### config.mk
export PLATFORM = sky130hd
export DESIGN_NAME = rx_block_lock
export DESIGN_NICKNAME = d
export VERILOG_FILES = /design/src/rtl/rx_block_lock.sv
export SDC_FILE = /design/constraint.sdc
export NUM_CORES = 1
export LEC_CHECK = 0
export BUFFER_PORTS_ARGS = -buffer_cell sky130_fd_sc_hd__clkbuf_2
export CAP_MARGIN = 30
export CORE_UTILIZATION = 55
export CTS_BUF_LIST = sky130_fd_sc_hd__clkbuf_4 sky130_fd_sc_hd__clkbuf_8
export DETAILED_ROUTE_END_ITERATION = 16
export GPL_TIMING_DRIVEN = 0
export PLACE_DENSITY = 0.76
export SKIP_LAST_GASP = 1
export SLEW_MARGIN = 20
export SYNTH_ARGS = -nofsm -noshare
export SYNTH_HDL_FRONTEND = slang
export SYNTH_SLANG_ARGS = --single-unit
### constraint.sdc
create_clock -name i_xver_rx_clk -period 4.38 [get_ports i_xver_rx_clk]
set_input_delay 0.657 -clock i_xver_rx_clk [delete_from_list [all_inputs] [get_ports i_xver_rx_clk]]
set_output_delay 0.657 -clock i_xver_rx_clk [all_outputs]
set_load 0.05 [all_outputs]
### src/rtl/rx_block_lock.sv
// 10GBASE-R receive block-lock FSM: validates 66b sync headers, declares lock after a clean
// window, and issues one-cycle gearbox slips followed by a fixed settle interval.
module rx_block_lock #(
  parameter int SH_CNT_MAX     = 64,
  parameter int SH_INVALID_MAX = 16,
  parameter int SLIP_WAIT      = 64
) (
  input  logic        i_xver_rx_clk,
  input  logic        i_rx_reset,
  input  logic [1:0]  i_xver_rx_header,
  input  logic        i_xver_rx_header_valid,
  input  logic        i_xver_rx_data_valid,
  output logic        o_xver_rx_gearbox_slip,
  output logic        o_block_lock,
  output logic        o_header_err,
  output logic [15:0] o_slip_count
);

  localparam int SHW = $clog2(SH_CNT_MAX + 1);
  localparam int IVW = $clog2(SH_INVALID_MAX + 1);
  localparam int WTW = $clog2(SLIP_WAIT + 1);

  localparam logic [1:0] ST_RESET_CNT = 2'd0;
  localparam logic [1:0] ST_TEST_SH   = 2'd1;
  localparam logic [1:0] ST_SLIP      = 2'd2;
  localparam logic [1:0] ST_SLIP_WAIT = 2'd3;

  logic [1:0]     r_state;
  logic [SHW-1:0] r_sh_cnt;
  logic [IVW-1:0] r_inv_cnt;
  logic [WTW-1:0] r_wait_cnt;
  logic           r_slip;
  logic           r_lock;
  logic           r_err;
  logic [15:0]    r_slip_cnt;

  logic           w_eval;
  logic           w_hdr_ok;
  logic [SHW-1:0] w_sh_cnt_nxt;
  logic [IVW-1:0] w_inv_cnt_nxt;
  logic           w_win_done;
  logic           w_inv_max;

  // Headers only count in TEST_SH; gearbox pause cycles never advance anything.
  assign w_eval        = i_xver_rx_header_valid && i_xver_rx_data_valid && (r_state == ST_TEST_SH);
  assign w_hdr_ok      = i_xver_rx_header[1] ^ i_xver_rx_header[0];
  assign w_sh_cnt_nxt  = r_sh_cnt + SHW'(1);
  assign w_inv_cnt_nxt = r_inv_cnt + IVW'(1);
  assign w_win_done    = (w_sh_cnt_nxt == SHW'(SH_CNT_MAX));
  assign w_inv_max     = (w_inv_cnt_nxt == IVW'(SH_INVALID_MAX));

  always_ff @(posedge i_xver_rx_clk) begin
    if (i_rx_reset) begin
      r_state    <= ST_RESET_CNT;
      r_sh_cnt   <= '0;
      r_inv_cnt  <= '0;
      r_wait_cnt <= '0;
      r_slip     <= 1'b0;
      r_lock     <= 1'b0;
      r_err      <= 1'b0;
      r_slip_cnt <= '0;
    end else begin
      r_slip <= 1'b0;
      r_err  <= 1'b0;
      case (r_state)
        ST_RESET_CNT: begin
          r_sh_cnt  <= '0;
          r_inv_cnt <= '0;
          r_state   <= ST_TEST_SH;
        end
        ST_TEST_SH: begin
          if (w_eval) begin
            r_sh_cnt <= w_sh_cnt_nxt;
            if (w_hdr_ok) begin
              if (w_win_done) begin
                if (r_inv_cnt == '0) r_lock <= 1'b1;
                r_state <= ST_RESET_CNT;
              end
            end else begin
              r_err     <= 1'b1;
              r_inv_cnt <= w_inv_cnt_nxt;
              // Slip wins over window completion when both happen on the same header.
              if (!r_lock || w_inv_max) begin
                r_lock  <= 1'b0;
                r_slip  <= 1'b1;
                r_state <= ST_SLIP;
              end else if (w_win_done) begin
                r_state <= ST_RESET_CNT;
              end
            end
          end
        end
        ST_SLIP: begin
          if (r_slip_cnt != 16'hFFFF) r_slip_cnt <= r_slip_cnt + 16'd1;
          r_wait_cnt <= WTW'(SLIP_WAIT);
          r_state    <= ST_SLIP_WAIT;
        end
        default: begin
          r_wait_cnt <= r_wait_cnt - WTW'(1);
          if (r_wait_cnt == WTW'(1)) r_state <= ST_RESET_CNT;
        end
      endcase
    end
  end

  assign o_xver_rx_gearbox_slip = r_slip;
  assign o_block_lock           = r_lock;
  assign o_header_err           = r_err;
  assign o_slip_count           = r_slip_cnt;

endmodule

After elaboration in Yosys (flattened, before gate mapping)

Cells that the tools add are included.

Bits in registers: 40
Input port bits: 6
Word-level logic and storage cells: 60
Output and inout bits: 19

Reduce and logical (&&, ||, !) cells: 17
Equal/unequal tests: 10
Bitwise gates (word level): 3
Add/sub/neg operators: 4
Mux-type cells: 18

Operators with widths:

| kind                                                                | count |
|---|---|
| 7-bit case mux with 2 select lines                                  | 2 |
| 16-bit by 1-bit adder with 16-bit output (second input constant)    | 1 |
| 16-bit != test (second input constant)                              | 1 |
| 2-bit two-way mux                                                   | 5 |
| 5-bit two-way mux                                                   | 2 |
| 5-bit case mux with 2 select lines                                  | 1 |
| 7-bit by 1-bit adder with 7-bit output (second input constant)      | 1 |
| 7-bit by 1-bit == test with 1-bit output (second input constant)    | 1 |
| 7-bit == test (second input constant)                               | 1 |
| 7-bit two-way mux                                                   | 1 |
| 7-bit by 1-bit subtractor with 7-bit output (second input constant) | 1 |
| 1-bit two-way mux                                                   | 6 |
| 2-bit case mux with 3 select lines                                  | 1 |
| 2-bit AND reduction                                                 | 3 |
| 5-bit by 1-bit adder with 5-bit output (second input constant)      | 1 |
| 5-bit == test (second input constant)                               | 1 |
| 5-bit logical NOT                                                   | 1 |
| 5-bit AND reduction                                                 | 1 |
| 2-bit by 1-bit != test with 1-bit output (second input constant)    | 2 |
| 2-bit != test (second input constant)                               | 2 |
| 2-bit nonzero test                                                  | 2 |
| 4-bit nonzero test                                                  | 1 |
| 4-bit OR reduction                                                  | 1 |
| 3-bit AND reduction                                                 | 1 |
| other kinds (10)                                                    | 12 |

Longest topological paths before layout

Depth in word-level cells: 7
Mapped depth: 7
Mapped depth without buffers: 6

Worst setup path before layout

OpenSTA, ideal clock, no wires.

Kind: flip-flop to flip-flop
Start: register r_slip_cnt[7] (netlist: o_slip_count[7])
End: register r_slip_cnt[0] (netlist: o_slip_count[0])
Arrival: 1.796 ns
Setup slack: 2.457 ns
Library setup time: 0.128 ns
Clock period less this slack: 1.923 ns
Data required time: 4.252 ns
Stages on the path, launching flop included: 6
Path buffers: 0
Cells stage by stage: dfxtp_1 -> nand4_2 -> nor4_2 -> nor2_1 -> xnor2_1 -> nor2_1

Word-level cells in the longest chain between the ends: 2

Ends and longest elaborated chain:

| what                                 | line | source |
|---|---|---|
| start: declaration                   | 35   | `logic [15:0] r_slip_cnt;` |
| start signal: assignment             | 94   | `if (r_slip_cnt != 16'hFFFF) r_slip_cnt <= r_slip_cnt + 16'd1;` |
| 16-bit != test                       | 94   |  |
| 2-bit AND reduction (no source line) | --   |  |

Every way passes these cells.
A chain may end at the register's enable or synchronous reset.

Worst setup path after layout

Start: register r_slip_cnt[13] (netlist: o_slip_count[13])
End: register r_slip_cnt[0] (netlist: o_slip_count[0])

Same word-level chain as after synthesis.

==> metrics.txt <==
final wirelength=approximately 4300 um; slew at the pin closest to its max-slew limit=around 0.67 ns; H-tree depth=2; final core utilization=roughly two thirds; Final Cycle Share=between 40% and 50%; Clock Skew=0.0132 ns; HP Class=flip-flop to flip-flop; Seq/Total Area, Yosys=about two fifths; Hold Fails Final Rpt=0; io pins=25; most common cell after layout, fill and taps aside=nor2_1; Setup CP Type=flip-flop to flip-flop; largest family of logic cells by synthesized area=simple AND/OR/NAND/NOR gates; gr ovfl total=0; vias=1818; Peak VDD IR=between 200 and 250 uV; Final HPWL DP=around 3000 um; Slew Limit Headroom=between 50% and 60%; largest net degree at the start of global routing=14; CP arrival=2.14 ns; setup violators final=0; Fin Hold WS=0.517 ns; worst skew pair latency=~0.37 ns; Post-CTS Hold Buffers=0; post-synthesis simple-gate area fraction=about a third; area of the mapped netlist=0.00200 mm^2; DIE AREA=0.00388 mm^2; Yosys warnings=0; endpoint class of the critical path=flip-flop; critical-path cell list=nand4_1 -> nor4_2 -> nor2_1 -> xnor2_1 -> nor2_1; TritonCTS Buffers=5; initial antenna violation count=0; Crit-path slowest cell=nor4_2; drt first pass iters=4; post-CTS sizing=0; DR WL/cell=~13 um; Critical Path Max Stage Delay=0.68 ns; antenna cells=0; final instance area=around 0.0023 mm^2; most used cell, CP=nor2_1; GPL Wtd Cong=~0.80; total track usage=between 20% and 30%; Max Freq=approximately 530 MHz; Adder-Cell Fraction of Synth Area=under 10%; global-route wire length before repair=around 7000 um; pwr/cell area=between 300 and 400 mW/mm^2; initial drt markers=97; Die Y=between 60 and 70 um; die width=62.3 um; fin nets=290; Startpoint Class=flip-flop; Leak=0.000827 uW; CTS Sinks=40; Synth Area in XOR/XNOR=between 5 and 6%; outcome=finished, final reports clean; CP Data Required Time=4.63 ns; Tmin final=1.90 ns; number of placed cells counting well taps=~320; Compound-Gate Fraction of Synth Area=13.2%; maxcap violations=0; I/O Buffers=23; number of post-CTS setup repair buffers=0; # DRC=0; placed inst area=about 0.0022 mm^2; #FFs+latches synth=40; Distinct cells, synth=39; most frequent cells in the layout=nor2_1, dfxtp_1, nand2_1, clkbuf_2, a21oi_1; starting density of the core=58.5%; final std cells w/o fill=about 330; reg-to-reg slack, setup=about 2.5 ns; FP Rows=21; Root Driver=clkbuf_4; core area=0.00342 mm^2; vias in the first global route=about 1600; crit-path max FO=8; via density per instance=between 5 and 6; Slew Limit Fails=0; syn avg cell area=8.06 um^2; Post-Syn Nets=260; CTS tree=built; Max Root-Sink Buffers=2; mux cell area share after synthesis=between 1.5 and 2%; Setup TNS=0 ns; proportion of layout cells with a drive suffix above 1=14.7%; Fill cells=between 300 and 400; Worst-path clk slew=roughly 0.12 ns; area grow syn2layout=12.6%; RSZ-0062 raised after global routing=no; Gate Count Post-Synth=between 200 and 250; post-route ant nets=0
registers in the layout (all words and copies together) (netlist names):
signal and cells:
r_sh_cnt 7, o_block_lock 1, o_slip_count 16, r_state 2
r_inv_cnt 5, r_wait_cnt 7, o_xver_rx_gearbox_slip 1, o_header_err 1
stage by stage:
step	total power (uW)	setup WS (ns)
CTS	693	2.55
global placement	445	2.46
global route	717	2.38
floorplan	431	2.46
detailed placement	447	2.45
finish	688	2.48
cells by family after synthesis:
| logic type | Yosys count |
|---|---|
| AOI/OAI and AO/OA | 45 |
| xor gates and xnor gates | 13 |
| adders and majority gates | 6 |
| buffers and inverters | 17 |
| DFF | 40 |
| muxes | 3 |
| and+or+nand+nor | 124 |
synth_stat cells:
master | number | area share, %
a211oi_1 | 4 | 1.5
a21o_1 | 1 | 0.38
a21oi_1 | 20 | 5.0
a22oi_1 | 1 | 0.38
a311oi_1 | 4 | 1.8
a31oi_1 | 2 | 0.63
and2_1 | 1 | 0.31
and2_4 | 1 | 0.44
and3_1 | 4 | 1.3
and4_1 | 1 | 0.44
and4b_1 | 3 | 1.5
buf_2 | 2 | 0.50
buf_6 | 2 | 1.1
clkbuf_1 | 5 | 0.94
dfxtp_1 | 40 | 40
ha_1 | 6 | 3.8
inv_1 | 8 | 1.5
mux2_2 | 1 | 0.56
mux2i_1 | 2 | 1.0
nand2_1 | 23 | 4.3
nand2b_1 | 3 | 0.94
nand2b_2 | 1 | 0.44
nand3_1 | 12 | 3.0
nand3b_1 | 2 | 0.75
nand4_1 | 3 | 0.94
nand4_2 | 1 | 0.63
nand4b_1 | 3 | 1.3
nor2_1 | 45 | 8.4
nor3_1 | 6 | 1.5
nor4_1 | 6 | 1.9
nor4_2 | 2 | 1.3
nor4b_1 | 1 | 0.44
o21a_1 | 1 | 0.38
o21ai_0 | 11 | 2.8
o32ai_1 | 1 | 0.44
or2_0 | 1 | 0.31
or3_1 | 5 | 1.6
xnor2_1 | 9 | 3.9
xor2_1 | 4 | 1.8
worst max-delay path, delay by kind of cell, from the launching register on:
| kind | cells | cell delay [ns] |
|---|---|---|
| and+or+nand+nor | 4 | 1.13 |
| DFF | 1 | 0.46 |
| xor gates and xnor gates | 1 | 0.18 |
path summary, 6_finish.rpt:
kind | from | end | cells after the start
setup / recovery | o_slip_count[13] | o_slip_count[0] | 5
setup reg to reg | o_slip_count[13] | o_slip_count[0] | 5
hold reg to reg | r_sh_cnt[6] | r_sh_cnt[6] | 1
hold / removal | r_sh_cnt[6] | r_sh_cnt[6] | 1
metal layers:
layer	vias to the layer above	wire, um	global-route usage (%)
li1	930	-	-
met2	34	1930	37.0
met3	10	157	4.96
met4	0	97	10.5
met5	-	0	0
met1	844	2110	30.0
cell type report:
| cell class | count | area (um^2) | share of cell area [%] |
|---|---|---|---|
| Timing Repair Buffer | 23 | 115 | 5.11 |
| Inverter | 8 | 30.0 | 1.33 |
| Sequential cell | 40 | 801 | 35.6 |
| Tap cell | 46 | 57.6 | 2.56 |
| Clock inverter | 3 | 42.5 | 1.89 |
| Clock buffer | 5 | 37.5 | 1.67 |
| Buffer | 9 | 51.3 | 2.28 |
| Multi-Input combinational cell | 191 | 1120 | 49.6 |
power by group:
group / switching (uW) / total, uW / leakage, uW / internal (uW)
clock: 130 / 249 / 0.0000412 / 119
combinational: 39.4 / 62.0 / 0.000462 / 22.7
sequential: 6.49 / 377 / 0.000323 / 371
Note: power is estimated with default switching activity, not from simulation.
